$ cat src/rtl/rsa_modexp_if.sv
// Port bundle for the modular exponentiation engine: operands and start from the
// register box, result/status back to it, plus the FSM state for observation.
interface rsa_modexp_if #(
    parameter int WIDTH = 128,
    parameter int EXP_W = 32
);
    // start is a one-cycle request honoured only while the engine is idle (no
    // queuing); done pulses for exactly one cycle, and result/error are valid in
    // that cycle. result is held until the next done; error until the next accepted start.
    logic             start;
    logic [WIDTH-1:0] base;
    logic [EXP_W-1:0] exponent;
    logic [WIDTH-1:0] modulus;
    logic             busy;
    logic             done;
    logic [WIDTH-1:0] result;
    logic             error;
    logic [2:0]       state_dbg;

    modport master (
        output start, base, exponent, modulus,
        input  busy, done, result, error, state_dbg
    );

    modport slave (
        input  start, base, exponent, modulus,
        output busy, done, result, error, state_dbg
    );
endinterface

$ cat src/rtl/rsa_modexp.sv
// Left-to-right square-and-multiply modular exponentiation built on a bit-serial
// interleaved shift-add modular multiplier (one multiplier bit per clock).
module rsa_modexp #(
    parameter int WIDTH = 128,
    parameter int EXP_W = 32
) (
    input  logic         clk,
    input  logic         reset,
    rsa_modexp_if.slave  bus
);
    localparam int BW = $clog2(WIDTH);
    localparam int IW = $clog2(EXP_W);

    typedef enum logic [2:0] {
        IDLE   = 3'd0,
        REDUCE = 3'd1,
        SQUARE = 3'd2,
        MULT   = 3'd3,
        FINISH = 3'd4
    } state_t;

    state_t           state;
    logic [WIDTH-1:0] mod_q;
    logic [EXP_W-1:0] exp_q;
    logic [WIDTH-1:0] r_q;
    logic [WIDTH-1:0] bred_q;
    logic [WIDTH-1:0] acc_q;
    logic [WIDTH-1:0] a_q;
    logic [WIDTH-1:0] b_q;
    logic [BW-1:0]    bit_cnt;
    logic [IW-1:0]    idx;
    logic [WIDTH-1:0] result_q;
    logic             busy_q;
    logic             done_q;
    logic             error_q;

    logic [WIDTH:0]   t_dbl;
    logic [WIDTH:0]   t_sub1;
    logic [WIDTH:0]   t_add;
    logic [WIDTH:0]   t_sub2;
    logic [WIDTH-1:0] acc_nxt;
    logic             last_bit;
    logic             exp_bit;

    // One multiplier step: acc = (2*acc + b_msb*a) mod n, kept below n by two
    // conditional subtracts; WIDTH+1 bits hold every intermediate.
    always_comb begin
        t_dbl    = {acc_q, 1'b0};
        t_sub1   = (t_dbl >= {1'b0, mod_q}) ? (t_dbl - {1'b0, mod_q}) : t_dbl;
        t_add    = t_sub1 + (b_q[WIDTH-1] ? {1'b0, a_q} : {(WIDTH+1){1'b0}});
        t_sub2   = (t_add >= {1'b0, mod_q}) ? (t_add - {1'b0, mod_q}) : t_add;
        acc_nxt  = t_sub2[WIDTH-1:0];
        last_bit = (bit_cnt == '0);
        exp_bit  = exp_q[idx];
    end

    always_ff @(posedge clk) begin
        if (reset) begin
            state    <= IDLE;
            mod_q    <= '0;
            exp_q    <= '0;
            r_q      <= '0;
            bred_q   <= '0;
            acc_q    <= '0;
            a_q      <= '0;
            b_q      <= '0;
            bit_cnt  <= '0;
            idx      <= '0;
            result_q <= '0;
            busy_q   <= 1'b0;
            done_q   <= 1'b0;
            error_q  <= 1'b0;
        end else begin
            done_q <= 1'b0;
            case (state)
                IDLE: begin
                    if (bus.start) begin
                        mod_q   <= bus.modulus;
                        exp_q   <= bus.exponent;
                        error_q <= 1'b0;
                        idx     <= IW'(EXP_W - 1);
                        r_q     <= WIDTH'(1);
                        acc_q   <= '0;
                        bit_cnt <= BW'(WIDTH - 1);
                        if (bus.modulus[WIDTH-1:1] == '0) begin
                            state    <= FINISH;
                            error_q  <= 1'b1;
                            result_q <= '0;
                            done_q   <= 1'b1;
                        end else begin
                            // Reduction is mulmod(1, base): the base shifts in as the multiplier.
                            state  <= REDUCE;
                            busy_q <= 1'b1;
                            a_q    <= WIDTH'(1);
                            b_q    <= bus.base;
                        end
                    end
                end

                REDUCE, SQUARE, MULT: begin
                    acc_q   <= acc_nxt;
                    b_q     <= b_q << 1;
                    bit_cnt <= bit_cnt - BW'(1);
                    if (last_bit) begin
                        acc_q   <= '0;
                        bit_cnt <= BW'(WIDTH - 1);
                        if (state == REDUCE) begin
                            bred_q <= acc_nxt;
                            state  <= SQUARE;
                            a_q    <= r_q;
                            b_q    <= r_q;
                        end else begin
                            r_q <= acc_nxt;
                            if (state == SQUARE && exp_bit) begin
                                state <= MULT;
                                a_q   <= acc_nxt;
                                b_q   <= bred_q;
                            end else if (idx == '0) begin
                                state    <= FINISH;
                                busy_q   <= 1'b0;
                                done_q   <= 1'b1;
                                result_q <= acc_nxt;
                            end else begin
                                idx   <= idx - IW'(1);
                                state <= SQUARE;
                                a_q   <= acc_nxt;
                                b_q   <= acc_nxt;
                            end
                        end
                    end
                end

                FINISH: begin
                    state <= IDLE;
                end

                default: begin
                    state <= IDLE;
                end
            endcase
        end
    end

    assign bus.busy      = busy_q;
    assign bus.done      = done_q;
    assign bus.result    = result_q;
    assign bus.error     = error_q;
    assign bus.state_dbg = state;
endmodule

$ cat src/flat_wrapper.sv
// flat-port wrapper written by rule: the top's interface ports become plain ports
module rsa_modexp_flat 
#(
    parameter int WIDTH = 128,
    parameter int EXP_W = 32
)
  (clk, reset, bus_start, bus_base, bus_exponent, bus_modulus, bus_busy, bus_done, bus_result, bus_error, bus_state_dbg);
  rsa_modexp_if #(.WIDTH(WIDTH), .EXP_W(EXP_W)) bus_i ();
  input  logic clk;
  input  logic reset;
  input wire logic [$bits(bus_i.start)-1:0] bus_start;
  input wire logic [$bits(bus_i.base)-1:0] bus_base;
  input wire logic [$bits(bus_i.exponent)-1:0] bus_exponent;
  input wire logic [$bits(bus_i.modulus)-1:0] bus_modulus;
  output wire logic [$bits(bus_i.busy)-1:0] bus_busy;
  output wire logic [$bits(bus_i.done)-1:0] bus_done;
  output wire logic [$bits(bus_i.result)-1:0] bus_result;
  output wire logic [$bits(bus_i.error)-1:0] bus_error;
  output wire logic [$bits(bus_i.state_dbg)-1:0] bus_state_dbg;
  assign bus_i.start = bus_start;
  assign bus_i.base = bus_base;
  assign bus_i.exponent = bus_exponent;
  assign bus_i.modulus = bus_modulus;
  assign bus_busy = bus_i.busy;
  assign bus_done = bus_i.done;
  assign bus_result = bus_i.result;
  assign bus_error = bus_i.error;
  assign bus_state_dbg = bus_i.state_dbg;
  rsa_modexp #(.WIDTH(WIDTH), .EXP_W(EXP_W)) u_core (.clk(clk), .reset(reset), .bus(bus_i));
endmodule
$ cat config.mk
export PLATFORM = sky130hd
export DESIGN_NAME = rsa_modexp_flat
export DESIGN_NICKNAME = d
export VERILOG_FILES = /design/src/rtl/rsa_modexp_if.sv /design/src/rtl/rsa_modexp.sv /design/src/flat_wrapper.sv
export SDC_FILE = /design/constraint.sdc
export NUM_CORES = 2
export LEC_CHECK = 0
export BUFFER_PORTS_ARGS = -buffer_cell sky130_fd_sc_hd__buf_2
export CORE_MARGIN = 3
export CORE_UTILIZATION = 50
export DETAILED_ROUTE_END_ITERATION = 8
export PLACE_DENSITY_LB_ADDON = 0.15
export SLEW_MARGIN = 10
export SYNTH_ARGS = -nofsm -noshare
export SYNTH_HDL_FRONTEND = slang
export SYNTH_SLANG_ARGS = --single-unit
$ cat constraint.sdc
create_clock -name clk -period 25.3 [get_ports clk]
set_clock_uncertainty 0.05 [all_clocks]
set_input_delay 3.795 -clock clk [delete_from_list [all_inputs] [get_ports clk]]
set_output_delay 3.795 -clock clk [all_outputs]
set_load 0.03 [all_outputs]
**Yosys cells after proc, flatten, opt, wreduce, memory -nomap -nowiden**

Index checks and enable logic that the tools add are counted.
Widths: inputs -> output; s select.

- Bits in registers: 946
- Bits in latches: 0
- Memory bits (writable): 0
- Memory bits (read-only): 0
- Input bits: 291
- Output and inout port bits: 134
- Logic and storage cells: 114
- Memories: 0

- Add/subtract/negate cells: 5
- Multiply operators: 0
- Divide/modulo/power cells: 0
- Magnitude comparators: 3
- Equal/unequal tests: 12
- Shifts and indexed selects: 0
- Mux-type cells: 63
- Bitwise operators: 0
- Reduce and logical (&&, ||, !) cells: 17

Operator list:

| kind | number |
|---|---|
| $mux 128 | 25 |
| $pmux 128 s2 | 5 |
| $ge 129x128->1 | 2 |
| $add 129x128->129 | 1 |
| $mux 129 | 1 |
| $sub 129x128->129 | 1 |
| $sub 128x128->128 | 1 |
| $logic_not 127->1 | 1 |
| $mux 5 | 5 |
| $mux 3 | 6 |
| $mux 7 | 2 |
| $pmux 7 s2 | 1 |
| $reduce_and 7->1 | 2 |
| $mux 1 | 13 |
| $ne 2x2->1 const B | 5 |
| $pmux 5 s2 | 1 |
| $logic_not 7->1 | 1 |
| $sub 7x1->7 const B | 1 |
| $eq 3x2->1 const B | 2 |
| $lt 5x6->1 const B | 1 |
| $ne 2x1->1 const B | 3 |
| $pmux 3 s2 | 1 |
| $reduce_and 2->1 | 3 |
| $reduce_and 3->1 | 2 |
| 13 further kinds | 14 |

**Logic depth before layout (Yosys ltp)**

- Depth after elaboration: 10
- Depth in mapped cells: 48
- Gate-level depth less buffers: 43

**Least setup slack after synthesis**

Ideal clock, no wire load.

- Path type: register to register
- Start point: register u_core.mod_q[44]
- End point: register u_core.b_q[23]
- Library setup time: 0.132 ns
- Arrival time: 9.045 ns
- Required time: 25.118 ns
- Path slack: 16.073 ns
- Stages on the path, launching flop included: 43
- Path buffers: 6
- Clock period less this slack: 9.227 ns
- Path through: dfxtp_1 -> inv_1 -> ha_1 -> buf_2 -> and4_1 -> nand3_1 -> nor3_1 -> or4b_1 -> a2bb2oi_1 -> a21oi_2 -> a31oi_2 -> o21ai_4 -> clkbuf_1 -> clkbuf_1 -> clkbuf_1 -> a21oi_1 -> ha_1 -> o21a_1 -> [... 7 more ...] -> o31ai_1 -> a21oi_1 -> xnor2_1 -> ha_1 -> and3_1 -> a31oi_1 -> nor4_1 -> or4_1 -> a211oi_1 -> a21oi_1 -> nor3b_1 -> nand3_1 -> buf_4 -> buf_4 -> mux2i_1 -> o211ai_1 -> a221oi_1 -> nor4_1

- Cells in the longest elaborated chain, start to end: 10
- Elaborated cells on any way between the ends: 12
- Classes of those cells: add/sub (3); order compare (2); mux (7)

Ends and longest elaborated chain:

| what | line | source |
|---|---|---|
| start: declaration | rsa_modexp.sv:23 | `logic [WIDTH-1:0] mod_q;` |
| start signal: assignment | rsa_modexp.sv:78 | `mod_q <= bus.modulus;` |
| $sub 129x128->129 / $ge 129x128->1 (equally long branches) | rsa_modexp.sv:49 | `t_sub1 = (t_dbl >= {1'b0, mod_q}) ? (t_dbl - {1'b0, mod_q}) : t_dbl;` |
| $mux 129 | rsa_modexp.sv:49 |  |
| $add 129x128->129 | rsa_modexp.sv:50 | `t_add = t_sub1 + (b_q[WIDTH-1] ? {1'b0, a_q} : {(WIDTH+1){1'b0}});` |
| $ge 129x128->1 / $sub 128x128->128 (equally long branches) | rsa_modexp.sv:51 | `t_sub2 = (t_add >= {1'b0, mod_q}) ? (t_add - {1'b0, mod_q}) : t_add;` |
| $mux 128 (*) | rsa_modexp.sv:51 |  |
| $mux 128 (*) | rsa_modexp.sv:118 | `end else if (idx == '0) begin` |
| $mux 128 (*) | rsa_modexp.sv:114 | `if (state == SQUARE && exp_bit) begin` |
| $mux 128 (*) | rsa_modexp.sv:107 | `if (state == REDUCE) begin` |
| $mux 128 (*) | rsa_modexp.sv:104 | `if (last_bit) begin` |
| $pmux 128 s2 (*) | rsa_modexp.sv:75 | `case (state)` |
| end signal: assignment | rsa_modexp.sv:102 | `b_q <= b_q << 1;` |
| end signal: assignment | rsa_modexp.sv:111 | `b_q <= r_q;` |
| end signal: assignment | rsa_modexp.sv:117 | `b_q <= bred_q;` |
| end: declaration | rsa_modexp.sv:29 | `logic [WIDTH-1:0] b_q;` |

Every way passes the cells marked *; elsewhere a longest branch is shown, timed or not.
A chain may end at the register's enable or synchronous reset.

**Worst setup path after layout**

- Start point: register u_core.mod_q[82]
- End point: register u_core.b_q[33]

Same word-level chain as after synthesis.

==> results.tsv <==
metric	value	unit
CP Data Arrival Time	15.51	ns
cell mode on critical path	a21oi_1	
Compound-Gate Fraction of Synth Area	28.4	%
Max Clk Rate	66.9	MHz
measured slew at the worst slew-check pin	1.42	ns
RSZ-0062 raised after global routing	false	
pin count of the biggest net entering global routing	203	
postcts setup bufs	0	
GP Congestion	1.11	
GR Util All Layers	44.7	%
drt wl/cell	29.2	um
vias per cell	6.78	
Max-cap violations	0	
largest family of logic cells by synthesized area	compound AO/OA/AOI/OAI gates	
WL met3	53.8	mm
crit end category	flop	
Port-buffer cells	424	
Rows	133	
initial antenna violation count	11	
Placement Setup Slack	10.93	ns
final hold slack	0.402	ns
syn avg cell area	7.18	sq um
FFs w/ async S/R, synth	0	%
Synth Register Bits	946	
Mapped Cells	9317	
Worst setup SP type	flop	
Crit Reg-Reg Endpoint	u_core.b_q[33]$_SDFFE_PP0P_	
CTS Buf Count	106	
CTS tree	done	
post-synthesis xor/xnor area fraction	4.82	%
post-synthesis sequential area ratio	28.3	%
top sig layer	met5	
Netlist cell types	92	
Top Ports	425	
detailed-route DRC error count	0	
synthesized area	66900	sq um
Slew Limit Fails	0	
Critical Path Fanout Max	170	
HPWL after detailed placement	246	mm
worst-skew pair later-pin latency	0.79	ns
clk buf depth	3	
die width	372	um
hold_sp	u_core.bus.result[24]$_SDFFE_PP0P_	
Hold EP	u_core.bus.result[24]$_SDFFE_PP0P_	
gr ovfl total	0	
fin area	73500	sq um
full die area	138000	sq um
remaining antenna violation count	0	
DR pass1 iterations	9	
max incr delay on CP	1.14	ns
crit path max-delay cell type	mux2i_1	
Setup CP Type	reg -> reg	
Initial DRC Count	13495	
Rel. slew slack	2.83	%
total of warnings raised by yosys	0	
post-synthesis mux area share	2.19	%
r2r startpoint	u_core.mod_q[82]$_SDFFE_PP0P_	
DP Area	69700	sq um
vias in the first global route	66235	
Die Height	372	um
Final WS setup	10.36	ns
Area growth, synth to finish	9.83	%
WHS Path Cells	2	
R2R setup slack	10.36	ns
EDFF count, synth	0	
Worst R2R Path Depth	40	
M1 wire length	136	mm
post-synthesis simple-gate area fraction	23.5	%
Synth Flop Type	dfxtp_1	
wirelength, routed	325	mm
min cycle time layout	14.94	ns
NumNets Final	9952	
# fillers	12848	
Final Cycle Share	59.0	%
setup violators final	0	
H-tree levels	3	
Clock Pin Slew Worst Setup and Hold Paths	0.06	ns
Hold Crit Class	reg -> reg	
vias post-DR	75309	
post-cts resize count	0	
core outline area	132000	sq um
wire length on met2	121	mm
Critical Path RT	25.87	ns
clk sinks	946	
Post-Synth Adder-Cell Area	7.32	%
status	finished, final reports clean	
first-pass GRT wire length	460	mm
syn_nets	9998	
layout cells sized above 1	9.11	%
endpoints failing hold	0	
Total Negative Setup Slacks	0	ns
# hold bufs at CTS	0	
Starting Density	50.7	%
clock root cell	clkbuf_16	
-- critical path, delay by kind of cell (launching register included) --
kind,cells,cell delay (ns)
xor gates and xnor gates,1,0.46
and+or+nand+nor,10,4.03
muxes,1,1.14
AOI/OAI and AO/OA,22,5.80
adders and majority gates,3,1.20
DFF,1,0.34
buffers and inverters,3,1.27
-- flip-flops by register name, indices dropped and copies added, names as in the netlist, 3 cells and up --
signal                count
u_core.a_q              128
u_core.acc_q            128
u_core.b_q              128
u_core.bred_q           128
u_core.bus.result       128
u_core.mod_q            128
u_core.r_q              128
u_core.exp_q             32
u_core.bit_cnt            7
u_core.idx                5
u_core.bus.state_dbg      3
-- how the worst max path moves through the flow --
stage	end	slack, ns	startpoint	cells past startpoint
4_1_cts	u_core.b_q[23]$_SDFFE_PP0P_	10.88	u_core.mod_q[82]$_SDFFE_PP0P_	40
3_5_place_dp	u_core.b_q[23]$_SDFFE_PP0P_	10.93	u_core.mod_q[82]$_SDFFE_PP0P_	38
2_1_floorplan	u_core.b_q[23]$_SDFFE_PP0P_	16.07	u_core.mod_q[44]$_SDFFE_PP0P_	42
6_report	u_core.b_q[33]$_SDFFE_PP0P_	10.36	u_core.mod_q[82]$_SDFFE_PP0P_	40
3_3_place_gp	u_core.b_q[23]$_SDFFE_PP0P_	11.03	u_core.mod_q[82]$_SDFFE_PP0P_	40
5_1_grt	u_core.b_q[33]$_SDFFE_PP0P_	10.29	u_core.mod_q[82]$_SDFFE_PP0P_	39
-- per-stage QoR --
stage / instances / util (%)
final: 11115 / 55.6
after global routing: 11112 / 55.6
after CTS: 11112 / 55.6
after detailed placement: 10918 / 52.8
after global placement: 10918 / 52.8
after floorplan: 9317 / -
-- synth_stat cells, types with 67 or more instances --
library cell | count | area [sq um]
and2_1 | 158 | 988
nand4_1 | 180 | 1130
a211oi_1 | 112 | 841
dfxtp_1 | 946 | 18900
a22o_1 | 104 | 911
o21ai_0 | 493 | 2470
a221oi_1 | 106 | 928
clkbuf_1 | 626 | 2350
a221o_1 | 71 | 711
o21a_1 | 94 | 706
xor2_1 | 151 | 1320
nor4_1 | 67 | 419
a22oi_1 | 129 | 968
o21bai_1 | 106 | 796
a21oi_1 | 1158 | 5800
nand2_1 | 1194 | 4480
nor2_1 | 1034 | 3880
xnor2_1 | 217 | 1900
inv_1 | 257 | 965
o21ai_1 | 70 | 350
ha_1 | 387 | 4840
a21o_1 | 218 | 1640
nand3_1 | 175 | 876
nor3_1 | 454 | 2270
mux2i_1 | 80 | 801
-- cells by family after synthesis --
group / Yosys count
AOI/OAI and AO/OA: 3021
xor gates and xnor gates: 368
adders and majority gates: 390
buffers and inverters: 954
DFF: 946
muxes: 128
and+or+nand+nor: 3510
-- layout make-up --
type                       instances  area (sq um)  share of cell area, %
antenna                            3          7.51                 0.0102
clock inverter                    51           748                   1.02
sequential                       946         18900                   25.8
clock buffer                     143          3010                   4.10
multi-input combinational       7417         44600                   60.6
tap                             1755          2200                   2.99
timing repair buffer             543          3080                   4.18
inverter                         257           965                   1.31
-- routing by layer --
layer | GRT usage, % | up-vias
met5 | 0 | -
met4 | 15.4 | 4
met3 | 17.7 | 608
met2 | 58.6 | 5579
met1 | 64.9 | 35734
li1 | - | 33384
-- cell usage in the layout, fill, tap and decap left out, types with 217 or more instances in the layout --
master      n
nor3_1    450
nor2_1   1023
dfxtp_1   945
a21o_1    218
inv_1     257
buf_2     423
nand2_1  1186
a21oi_1  1158
ha_1      387
o21ai_0   492
xnor2_1   217
Power is not shown: default switching activity piles up to over one toggle a cycle in this logic, so the estimate is an artifact.
